`config.mk`:
```
export PLATFORM = sky130hd
export DESIGN_NAME = if_id_queue
export DESIGN_NICKNAME = d
export VERILOG_FILES = /design/src/rtl/if_id_queue_pkg.sv /design/src/rtl/if_id_queue_mem.sv /design/src/rtl/if_id_queue.sv
export SDC_FILE = /design/constraint.sdc
export NUM_CORES = 1
export LEC_CHECK = 0
export ABC_CLOCK_PERIOD_IN_PS = 2850
export CORE_MARGIN = 2
export CORE_UTILIZATION = 49
export DETAILED_ROUTE_END_ITERATION = 12
export MAX_ROUTING_LAYER = met4
export PLACE_DENSITY = 0.82
export REMOVE_ABC_BUFFERS = 1
export SKIP_LAST_GASP = 1
export SLEW_MARGIN = 25
export SYNTH_ARGS = -nofsm -noshare
export SYNTH_HDL_FRONTEND = slang
export SYNTH_SLANG_ARGS = --single-unit
```
`constraint.sdc`:
```
create_clock -name clk_i -period 2.85 [get_ports clk_i]
set_clock_uncertainty 0.1 [all_clocks]
set_input_delay 0.285 -clock clk_i [delete_from_list [all_inputs] [get_ports clk_i]]
set_output_delay 0.285 -clock clk_i [all_outputs]
set_load 0.03 [all_outputs]
```
`src/rtl/if_id_queue_pkg.sv`:
```
// Shared types for the IF->ID decoupling queue. Global macros (NOP, STOP) live in
// defines.v; this package holds only types, no constants.
package if_id_queue_pkg;

   // Encoded as {push, pop} so the control can cast the strobe pair directly.
   typedef enum logic [1:0] {
      Q_IDLE = 2'b00,
      Q_POP  = 2'b01,
      Q_PUSH = 2'b10,
      Q_BOTH = 2'b11
   } q_op_e;

endpackage

```
`src/rtl/if_id_queue_mem.sv`:
```
// Entry storage for if_id_queue: DEPTH x WIDTH register array.
// One synchronous write port and one asynchronous read port; contents are never reset.
module if_id_queue_mem
   import if_id_queue_pkg::*;
#(
   parameter int unsigned DEPTH = 4,
   parameter int unsigned WIDTH = 64,
   parameter int unsigned PTR_W = 2
) (
   input  logic             clk_i,
   input  logic             we,
   input  logic [PTR_W-1:0] waddr,
   input  logic [WIDTH-1:0] wdata,
   input  logic [PTR_W-1:0] raddr,
   output logic [WIDTH-1:0] rdata
);

   logic [WIDTH-1:0] mem_q [DEPTH];

   always_ff @(posedge clk_i) begin
      if (we) mem_q[waddr] <= wdata;
   end

   assign rdata = mem_q[raddr];

endmodule

```
`src/rtl/if_id_queue.sv`:
```
// IF->ID first-word-fall-through queue of {inst_addr, inst} pairs with flush on jump/interrupt.
// Define IF_ID_QUEUE_BYPASS_EN to forward fetch straight to decode when the queue is empty.
`ifndef NOP
`define NOP 32'h00000013
`endif
`ifndef STOP
`define STOP 1'b1
`endif
`ifndef NOSTOP
`define NOSTOP 1'b0
`endif

module if_id_queue
   import if_id_queue_pkg::*;
#(
   parameter int unsigned ADDR_WIDTH = 32,
   parameter int unsigned DATA_WIDTH = 32,
   parameter int unsigned DEPTH      = 4,
   parameter int unsigned CNT_WIDTH  = $clog2(DEPTH) + 1
) (
   input  logic                  clk_i,
   input  logic                  rst_i,
   input  logic                  flush_jump_i,
   input  logic                  flush_int_i,
   input  logic                  inst_valid_i,
   input  logic [ADDR_WIDTH-1:0] inst_addr_i,
   input  logic [DATA_WIDTH-1:0] inst_i,
   output logic                  inst_ready_o,
   input  logic                  id_ready_i,
   output logic                  inst_valid_o,
   output logic [ADDR_WIDTH-1:0] inst_addr_o,
   output logic [DATA_WIDTH-1:0] inst_o,
   output logic [CNT_WIDTH-1:0]  count_o
);

   localparam int unsigned PTR_W = $clog2(DEPTH);
   localparam int unsigned ENT_W = ADDR_WIDTH + DATA_WIDTH;
   localparam logic [CNT_WIDTH-1:0] FULL_CNT = CNT_WIDTH'(DEPTH);

   logic [CNT_WIDTH-1:0]  count_q;
   logic [PTR_W-1:0]      wr_ptr_q;
   logic [PTR_W-1:0]      rd_ptr_q;
   logic [ENT_W-1:0]      rd_entry;
   logic                  empty;
   logic                  flush;
   logic                  push;
   logic                  push_store;
   logic                  pop_store;
   logic                  bypass;
   q_op_e                 op;

   assign empty        = (count_q == '0);
   assign flush        = flush_jump_i | flush_int_i;
   assign inst_ready_o = (count_q != FULL_CNT);
   assign count_o      = count_q;
   assign push         = inst_valid_i & inst_ready_o;

`ifdef IF_ID_QUEUE_BYPASS_EN
   // Empty queue: present fetch directly; only store it if decode does not take it now.
   assign bypass     = empty & inst_valid_i & ~flush & ~rst_i;
   assign push_store = push & ~(bypass & id_ready_i);
`else
   assign bypass     = 1'b0;
   assign push_store = push;
`endif
   assign pop_store  = ~empty & id_ready_i;

   always_comb begin
      inst_valid_o = 1'b0;
      inst_addr_o  = '0;
      inst_o       = DATA_WIDTH'(`NOP);
      if (bypass) begin
         inst_valid_o = 1'b1;
         inst_addr_o  = inst_addr_i;
         inst_o       = inst_i;
      end else if (!empty) begin
         inst_valid_o = 1'b1;
         inst_addr_o  = rd_entry[ENT_W-1:DATA_WIDTH];
         inst_o       = rd_entry[DATA_WIDTH-1:0];
      end
   end

   always_comb begin
      op = q_op_e'({push_store, pop_store});
   end

   always_ff @(posedge clk_i) begin
      if (rst_i) begin
         count_q  <= '0;
         wr_ptr_q <= '0;
         rd_ptr_q <= '0;
      end else if (flush) begin
         count_q  <= '0;
         wr_ptr_q <= '0;
         rd_ptr_q <= '0;
      end else begin
         unique case (op)
            Q_PUSH: begin
               wr_ptr_q <= wr_ptr_q + PTR_W'(1);
               count_q  <= count_q + CNT_WIDTH'(1);
            end
            Q_POP: begin
               rd_ptr_q <= rd_ptr_q + PTR_W'(1);
               count_q  <= count_q - CNT_WIDTH'(1);
            end
            Q_BOTH: begin
               wr_ptr_q <= wr_ptr_q + PTR_W'(1);
               rd_ptr_q <= rd_ptr_q + PTR_W'(1);
            end
            default: ;
         endcase
      end
   end

   // A write in a flush or reset cycle lands in storage but is never counted, so it stays invisible.
   if_id_queue_mem #(
      .DEPTH (DEPTH),
      .WIDTH (ENT_W),
      .PTR_W (PTR_W)
   ) u_mem (
      .clk_i (clk_i),
      .we    (push_store),
      .waddr (wr_ptr_q),
      .wdata ({inst_addr_i, inst_i}),
      .raddr (rd_ptr_q),
      .rdata (rd_entry)
   );

endmodule
```
==> results by group <==
Run status
  – Status: finished, final reports clean

Clock tree
  – Clock sinks: 265
  – Clock Latency Late Sink: 0.51 ns
  – Htree depth: 1
  – Inserted Clock Buffers: 27
  – Hold buffers post-CTS: 0
  – Clock transition at the registers of the reported paths: 0.06 ns
  – TritonCTS clock tree: yes
  – Deepest clock path buffer count: 3
  – Clock root cell: clkbuf_16

Timing
  – RSZ-0062 raised after global routing: no
  – Hold Vio Cnt, Final: 0
  – Number of slew-limit violations in the final report: 0
  – Fin worst setup slack: 0.2187 ns
  – # setup viols final: 0
  – TNS Setup: 0 ns
  – F_max: 0.3800 GHz
  – Fin crit period: 2.631 ns
  – Relative slew slack: 57.94%
  – Final worst path period share: 92.33%
  – Worst slew pin tran: 0.6260 ns

Final layout
  – Final #Nets: 700
  – Layout cell share with drive strength beyond 1: 19.72%
  – Fillers: 1339
  – Design area: 12940 µm²
  – Footprint of the multi-input gates: 2160 µm²
  – Register area: 7875 µm²
  – Synth-to-Final Area Change: 26.66%
  – Fin cells: 915

Placed design
  – RD Place Congestion: 0.7423
  – Placed Cells: 862
  – Place WS: 0.3680 ns
  – DP Wirelength: 12.21 mm
  – Placed cell areas: 11990 µm²
  – IO buf count: 138

Global route
  – Total grt overflow: 0
  – Maximum number of pins on one net before global-route repair: 51
  – First-pass GRT wire length: 30.78 mm
  – Initial antenna violation count: 1
  – GRT Util Overall: 18.82%
  – Vias in the first global route: 5496

Logic synthesis
  – Synth Cell Area: 10220 µm²
  – Synth area leader: edfxtp_1
  – Main combinational cell family by area after synthesis: multiplexers
  – Library cells used by synthesis: 29
  – Simple-gate share of the synthesized area: 5.119%
  – Mux cell area share after synthesis: 14.35%
  – Xor/xnor cell area share of the yosys netlist: 0.1714%
  – Syn_area_per_cell: 22.26 µm²
  – Yosys top cell area share: 75.24%
  – Seq/Total Area, Yosys: 77.00%
  – Leading post-synthesis cells by cell area: edfxtp_1, mux4_2, and2_1
  – #FFs+latches synth: 265
  – Compound-Gate Fraction of Synth Area: 0.4286%
  – Post-Synthesis Cells: 459
  – Post-Synth Adder-Cell Area: 0.8082%
  – Ys Warns: 0

Worst setup path
  – Crit. End Element: output pin
  – CP peak stage delay: 0.53 ns
  – Worst endpoint data arrival time: 2.25 ns
  – Worst-path cell chain: buf_12, mux4_2, and2_1, dlygate4sd2_1
  – WP data required: 2.47 ns
  – Internal reg-to-reg setup slack: 0.31 ns
  – Worst path slowest cell: mux4_2
  – Largest fanout on the critical path: 21
  – CP Launch Type: register
  – Crit Path Category: register to output pin
  – Worst-case reg-to-reg path depth: 8

Floorplan
  – Row count: 52
  – Effective utilization at floorplan: 50.17%
  – Die height: 148.4 µm
  – Die ar.: 22020 µm²
  – Die Wd: 148.4 µm
  – Num ports: 139
  – Core area: 20360 µm²

Power
  – Design Power: 8.074 mW
  – Leakage: 4.848 nW
  – Pwr/cell area: 623.9 nW/µm²
  – Peak supply drop: 0.0005335 V

Drt
  – Drt first pass iters: 4
  – DR vias/cell: 5.438
  – Final WL: 19.44 mm
  – Via count: 4976
  – DRC viols: 0
  – Remaining antenna violation count after routing: 0
  – Routed WL per cell: 21.25 µm
  – DR iter-0 viols: 224

Flow run
  – Max Cap Viol: 0

Hold path
  – Hold depth: 1
  – Worst hold-check path type: input pin to register
-- cell type report --
cell class	instances	area share, %
Clock buffer	37	5.743
Inverter	6	0.1934
Antenna cell	1	0.01934
Tap cell	270	2.610
Sequential cell	265	60.85
Timing Repair Buffer	157	13.04
Clock inverter	12	0.8508
Multi-Input combinational cell	167	16.69
-- layout by cell type, fill, tap and decap left out, types with 8 or more instances in the layout --
cell,synthesis,layout
buf_4,0,12
dlymetal6s2s_1,0,37
clkdlybuf4s50_1,0,74
and2_1,62,62
dlygate4sd2_1,0,25
mux4_2,60,60
buf_12,6,8
edfxtp_1,256,256
clkbuf_16,0,27
-- synthesized netlist by cell type --
cell        n
a211o_1     1
clkbuf_1    6
or3_1       3
buf_6       1
nand2_1     6
mux4_1      4
mux4_2     60
and2_1     62
o21ai_0     4
nor3_1      1
inv_2       1
buf_12      6
fa_1        1
edfxtp_1  256
nor2_1      3
or2_1       3
buf_2       7
or3b_1      1
a21oi_1     3
and3_1      4
mux2i_1     1
nand4_1     1
dfxtp_1     9
nor3_2      1
clkbuf_2    1
nand4b_1    1
inv_1       5
xor2_1      2
ha_1        5
-- layer usage --
layer / vias up / GRT usage (%) / wire (µm)
li1: 2208 / - / -
met2: 166 / 32.06 / 10240
met3: 23 / 3.344 / 1151
met5: - / - / 0
met4: 0 / 3.714 / 244
met1: 2579 / 24.27 / 7807
-- cells by family after synthesis --
| kind of cell | after synthesis |
|---|---|
| AOI/OAI and AO/OA | 8 |
| buffers and inverters | 27 |
| DFF | 265 |
| and+or+nand+nor | 86 |
| xor gates and xnor gates | 2 |
| adders and majority gates | 6 |
| muxes | 65 |
-- flip-flops by register name, indices dropped and copies added (netlist names), named ones only --
signal and count:
rd_ptr_q 2, wr_ptr_q 2, count_o 3, u_mem.mem_q 256
-- path summary, 6_finish.rpt --
path	start	to
max reg2reg	count_o[2]	count_o[2]
min	inst_i[24]	u_mem.mem_q[0][24]
max	register	inst_o[2]
min reg2reg	rd_ptr_q[1]	register
-- timing repair --
action / 4_1_cts / 5_1_grt
endpoints found under the hold margin: 0 / 0
gates cloned: 0 / 0
endpoints found under the setup margin: 59 / 38
setup buffers: 3 / 0
resized for setup: 25 / 40
-- metrics by stage --
step	hold WS, ns	utilization (%)
3_3_place_gp	0.3620	58.85
4_1_cts	0.2763	63.04
6_report	0.3092	63.55
5_1_grt	0.2920	63.55
3_5_place_dp	0.3910	58.85
2_1_floorplan	0.2839	-
-- critical path, delay by kind of cell (launching register included) --
kind          cells  cell delay (ns)
mux               1             0.53
buf+inv           2             0.58
simple gates      1             0.19
flops             1             0.41
-- where the power goes --
group          total [mW]  internal [mW]  switching [mW]
logic               0.379          0.192           0.187
clock network        3.33           1.99            1.33
registers            4.37           4.35          0.0192
total                8.07           6.54            1.54
No activity file was read; power rests on OpenSTA's default activity.
